File: src/rtl/tl45_decode.sv
// rtl/tl45_decode.sv - tl45 decode/register-fetch stage with forwarding and load-use stall.
// Build option TL45_WB_BYPASS_EN: same-cycle writeback bypass instead of a one-cycle stall.
module tl45_decode (
   input  logic        i_clk,
   input  logic        i_reset,
   input  logic        i_pipe_stall,
   output logic        o_pipe_stall,
   input  logic        i_pipe_flush,
   output logic        o_pipe_flush,
   input  logic        i_valid,
   input  logic [31:0] i_instr,
   input  logic [31:0] i_pc,
   input  logic [3:0]  i_of_reg,
   input  logic [31:0] i_of_val,
   input  logic [3:0]  i_mem_of_reg,
   input  logic [31:0] i_mem_of_val,
   input  logic [3:0]  i_wb_reg,
   input  logic [31:0] i_wb_val,
   output logic [3:0]  o_opcode,
   output logic [3:0]  o_dr,
   output logic        o_skp_mode,
   output logic [31:0] o_pc,
   output logic [31:0] o_sr1_val,
   output logic [31:0] o_sr2_val,
   output logic [31:0] o_target_address,
   output logic        o_halted
);

   logic [31:0] regs [16];

   logic [3:0]  op, rx, ry, rz;
   logic [31:0] imm, vx, vy, vz;
   logic [3:0]  d_op, d_dr;
   logic        d_skp, bubble_op;
   logic [31:0] d_sr1, d_sr2, d_tgt;
   logic        use_x, use_y, use_z;
   logic        load_use, wb_haz, hazard;

   assign op  = i_instr[31:28];
   assign rx  = i_instr[27:24];
   assign ry  = i_instr[23:20];
   assign rz  = i_instr[3:0];
   assign imm = {{12{i_instr[19]}}, i_instr[19:0]};

   function automatic logic [31:0] rd(input logic [3:0] r);
      if (r == 4'd0)
         rd = 32'd0;
      else if (i_of_reg == r)
         rd = i_of_val;
      else if (i_mem_of_reg == r)
         rd = i_mem_of_val;
`ifdef TL45_WB_BYPASS_EN
      else if (i_wb_reg == r)
         rd = i_wb_val;
`endif
      else
         rd = regs[r];
   endfunction

   // A writeback match only matters when no later-stage forward already supplies the value.
   function automatic logic wb_hit(input logic [3:0] r);
      wb_hit = (r != 4'd0) && (i_wb_reg == r) && (i_of_reg != r) && (i_mem_of_reg != r);
   endfunction

   assign vx = rd(rx);
   assign vy = rd(ry);
   assign vz = rd(rz);

   always_comb begin
      d_op      = op;
      d_dr      = 4'd0;
      d_skp     = 1'b0;
      d_sr1     = 32'd0;
      d_sr2     = 32'd0;
      d_tgt     = 32'd0;
      bubble_op = 1'b0;
      use_x     = 1'b0;
      use_y     = 1'b0;
      use_z     = 1'b0;
      case (op)
         4'd0, 4'd1: begin
            d_dr = rx; d_sr1 = vy; d_sr2 = vz; use_y = 1'b1; use_z = 1'b1;
         end
         4'd2: begin
            d_dr = rx; d_sr1 = vy; d_sr2 = imm; use_y = 1'b1;
         end
         4'd3: begin
            d_dr = rx; d_sr1 = vy; d_sr2 = imm; d_tgt = vy + imm; use_y = 1'b1;
         end
         4'd4: begin
            d_sr1 = vy; d_sr2 = vx; d_tgt = vy + imm; use_x = 1'b1; use_y = 1'b1;
         end
         4'd5: d_tgt = i_pc + 32'd1 + imm;
         4'd6: begin
            d_dr = ry; d_sr1 = vx; use_x = 1'b1;
         end
         4'd7: ;
         4'd8: begin
            d_sr1 = vx; d_sr2 = vy; d_skp = i_instr[0]; d_tgt = i_pc + 32'd2;
            use_x = 1'b1; use_y = 1'b1;
         end
         4'd9: begin
            d_dr = rx; d_tgt = i_pc + 32'd1 + imm;
         end
         default: begin
            d_op = 4'd0; bubble_op = 1'b1;
         end
      endcase
   end

   assign load_use = (o_opcode == 4'd3) && (o_dr != 4'd0) &&
                     ((use_x && o_dr == rx) || (use_y && o_dr == ry) || (use_z && o_dr == rz));
`ifdef TL45_WB_BYPASS_EN
   assign wb_haz = 1'b0;
`else
   assign wb_haz = (use_x && wb_hit(rx)) || (use_y && wb_hit(ry)) || (use_z && wb_hit(rz));
`endif
   assign hazard = i_valid && (load_use || wb_haz);

   assign o_pipe_stall = i_pipe_stall | o_halted | (hazard & ~i_pipe_flush);
   assign o_pipe_flush = i_pipe_flush;

   always_ff @(posedge i_clk) begin
      if (i_reset) begin
         for (int i = 0; i < 16; i++) regs[i] <= 32'd0;
      end else if (i_wb_reg != 4'd0) begin
         regs[i_wb_reg] <= i_wb_val;
      end
   end

   always_ff @(posedge i_clk) begin
      if (i_reset) begin
         o_halted <= 1'b0;
      end else if (o_opcode == 4'd7 && !i_pipe_flush) begin
         o_halted <= 1'b1;
      end
   end

   always_ff @(posedge i_clk) begin
      if (i_reset || i_pipe_flush ||
          (!i_pipe_stall && (o_halted || hazard || !i_valid || bubble_op))) begin
         o_opcode         <= 4'd0;
         o_dr             <= 4'd0;
         o_skp_mode       <= 1'b0;
         o_pc             <= 32'd0;
         o_sr1_val        <= 32'd0;
         o_sr2_val        <= 32'd0;
         o_target_address <= 32'd0;
      end else if (!i_pipe_stall) begin
         o_opcode         <= d_op;
         o_dr             <= d_dr;
         o_skp_mode       <= d_skp;
         o_pc             <= i_pc;
         o_sr1_val        <= d_sr1;
         o_sr2_val        <= d_sr2;
         o_target_address <= d_tgt;
      end
   end

endmodule

File: config.mk
export PLATFORM = sky130hd
export DESIGN_NAME = tl45_decode
export DESIGN_NICKNAME = d
export VERILOG_FILES = /design/src/rtl/tl45_decode.sv
export SDC_FILE = /design/constraint.sdc
export NUM_CORES = 2
export LEC_CHECK = 0
export ABC_CLOCK_PERIOD_IN_PS = 10100
export CAP_MARGIN = 20
export CORE_MARGIN = 8
export CORE_UTILIZATION = 30
export DETAILED_ROUTE_END_ITERATION = 10
export SLEW_MARGIN = 20
export SYNTH_ARGS = -nofsm -noshare
export SYNTH_HDL_FRONTEND = slang
export SYNTH_SLANG_ARGS = --single-unit
File: constraint.sdc
create_clock -name i_clk -period 10.1 [get_ports i_clk]
set_clock_uncertainty 0.1 [all_clocks]
set_input_delay 2.02 -clock i_clk [delete_from_list [all_inputs] [get_ports i_clk]]
set_output_delay 2.02 -clock i_clk [all_outputs]
set_load 0.03 [all_outputs]
==> reports/metrics.csv <==
stage,metric,value,unit
status,status,finished clean,
synth,top cell type's share of synthesized area,34.86,%
synth,largest cells by area after synthesis,"edfxtp_1 (35%), mux4_2 (20%), and2_1 (6.9%), dfxtp_1 (6.3%), a21oi_1 (2.5%)",
worst_setup_path,CP Capture Type,primary output,
synth,yosys warns,0,
job,max-cap viol count,0,
global_routing,gr usage total,20.77,%
placed_design,routability congestion estimate,0.9318,
worst_setup_path,CP max FO,17,
global_routing,largest net degree at the start of global routing,113,
cells_and_area,Layout Utilization,35.25,%
route,number of DRC markers in iteration 0,4266,
global_routing,vias in the first global route,32969,
placed_design,Post-Place Cells,5617,
synth,"EDFF count, synth",512,
cells_and_area,"commonest cells after routing, fill and taps aside","edfxtp_1 (512), and2_1 (485), mux4_2 (394)",
global_routing,GRT Residual Overflow,0,
timing,max_slew headroom,16.37,%
clock_network,hold buffers post-CTS,0,
floorplanning,DIE AREA,159500,um2
global_routing,initial antenna violation count,33,
power_and_ir_drop,Max VDD drop,0.1146,mV
floorplanning,Die W,399.4,um
placed_design,DP Wirelength,111.2,mm
floorplanning,die height,399.4,um
clock_network,clock tree sinks,650,
power_and_ir_drop,Power Density,149.5,nW/um2
worst_setup_path,Crit Path Category,in2out,
timing,count of final hold-check violations,0,
cells_and_area,Final Non-Filler Cells,5760,
clock_network,clock slew at reported path FFs,60,ps
placed_design,Post-DP Area,48930,um2
worst_setup_path,"Arr. time, crit path",5390,ps
floorplanning,Core Footprint,145700,um2
clock_network,setup bufs post-CTS,0,
timing,final setup fails,0,
floorplanning,num rows,140,
worst_hold_path,Hold Path Depth,2,
cells_and_area,number of nets in the layout,4019,
synth,ys flop type,edfxtp_1,
clock_network,htree depth,3,
timing,Slew @ Worst Pin,1254,ps
timing,pins over their slew limit,0,
clock_network,PostCTS Resize Cnt,0,
clock_network,clk buf depth,3,
floorplanning,Initial Util,30.26,%
worst_setup_path,Critical Path RT,7980,ps
cells_and_area,proportion of layout cells with a drive suffix above 1,17.93,%
floorplanning,IO Count,317,
cells_and_area,"most common cell after layout, fill and taps aside",edfxtp_1,
timing,setup_tns,0,ps
power_and_ir_drop,Final Power,7680,uW
clock_network,CTS buffer count,71,
route,via count,34282,
clock_network,worst skew pair latency,670,ps
worst_setup_path,R2R depth,18,
synth,asr flop ratio synth,0,%
timing,Tcrit/Tclk final,74.35,%
synth,Post-Syn Area,44100,um2
cells_and_area,register area,18140,um2
power_and_ir_drop,LEAKAGE,0.01748,uW
synth,Mean Syn Cell Area,12.21,um2
worst_hold_path,HP Class,reg2reg,
route,Antenna Violating Nets Remaining,0,
timing,RSZ-0062 raised after global routing,false,
timing,Fmax,0.1332,GHz
route,wire per inst,30.08,um
clock_network,CTS Root Buffer Type,clkbuf_16,
timing,post-layout min period,7509,ps
global_routing,first-pass GRT wire length,243.5,mm
synth,register area share after synthesis,41.13,%
cells_and_area,Multi-input gate area,24280,um2
cells_and_area,FILL cells,14143,
clock_network,TritonCTS clock tree,done,
route,TritonRoute pass-1 iters,7,
route,Residual DRC,0,
route,drt via density,5.952,
cells_and_area,P&R area growth vs syn,16.47,%
synth,leading area contributor after synthesis,edfxtp_1,
route,Routed Wire Length,173.3,mm
worst_setup_path,CP Launch Type,input pin,
cells_and_area,Final Instance Area,51370,um2
placed_design,I/O Buffers,316,
synth,Synth cell types,84,
synth,Synth Register Bits,650,
synth,Post-Synthesis Cells,3611,
[power by group]
| group | total (uW) | switching (uW) | leakage, uW | internal, uW |
|---|---|---|---|---|
| Clock | 2770 | 1170 | 0.00117 | 1590 |
| Sequential | 3160 | 112 | 0.00604 | 3050 |
| Combinational | 1760 | 1010 | 0.0103 | 747 |
[through the flow]
stage	hold slack (ps)	worst slack, ps
after floorplan	486.2	3711
after global placement	344.1	2531
after detailed placement	358.0	2524
after CTS	370.8	2659
after global routing	388.1	2518
final	370.2	2591
[per-layer routing]
layer,routed length [um],GRT usage (%),up-vias,part of all wire (%)
met1,64210,25.33,17206,37
met3,18320,5.176,489,11
met4,10600,11.38,24,6.1
met2,79970,33.72,2199,46
li1,-,-,14364,-
met5,168,0,-,0.097
[path summary, 6_finish.rpt]
| kind | start | end | slack (ps) |
|---|---|---|---|
| max | i_instr[31] | o_pipe_stall | 2590 |
| min | o_target_address[12] | o_target_address[12] | 370 |
| max reg2reg | regs[2][8] | o_target_address[25] | 5130 |
| min reg2reg | o_target_address[12] | o_target_address[12] | 370 |
[kinds of logic (layout without fill, tap and decap cells)]
logic type | after synthesis | after routing | share of synthesized area [%]
AOI/OAI and AO/OA | 722 | 722 | 11.31
xor gates and xnor gates | 126 | 126 | 2.502
adders and majority gates | 70 | 70 | 2.017
buffers and inverters | 415 | 599 | 4.675
DFF | 650 | 650 | 41.13
muxes | 535 | 535 | 24.65
other | 1 | 49 | 0.008503
and+or+nand+nor | 1092 | 1092 | 13.71
[cell usage after synthesis (all sizes together) (28+ instances only)]
| master | number |
|---|---|
| nor4 | 50 |
| xnor2 | 76 |
| mux4 | 430 |
| dfxtp | 138 |
| mux2i | 104 |
| edfxtp | 512 |
| nand2 | 103 |
| clkbuf | 198 |
| nor2b | 85 |
| ha | 67 |
| xor2 | 50 |
| nor2 | 214 |
| a211oi | 126 |
| a221oi | 49 |
| inv | 70 |
| o21ai | 107 |
| nand3 | 30 |
| a21oi | 223 |
| o21a | 28 |
| buf | 143 |
| nor3 | 39 |
| and2 | 485 |
[worst max-delay path, stage by stage]
cell             delay (ps)
clkdlybuf4s50_1         750
nor3_4                  320
o41ai_4                 110
buf_4                   250
nand3b_1                220
or4_1                   550
nand4_1                 190
a311o_1                 250
clkdlybuf4s50_1         710
[layout make-up]
type,count,area share [%]
inverters,71,0.5188
repair buffers,402,7.495
multi-input cells,2577,47.26
flip-flops and latches,650,35.31
well taps,1917,4.669
diodes,17,0.08282
clock buffers,87,3.744
clock inverters,39,0.9183
[state kept, by name, indices dropped and copies added, names as in the netlist]
register,count
regs,512
o_halted,1
o_sr1_val,32
o_pc,32
o_dr,4
o_opcode,4
o_sr2_val,32
o_skp_mode,1
o_target_address,32
Power figures use the tool's default switching activity.
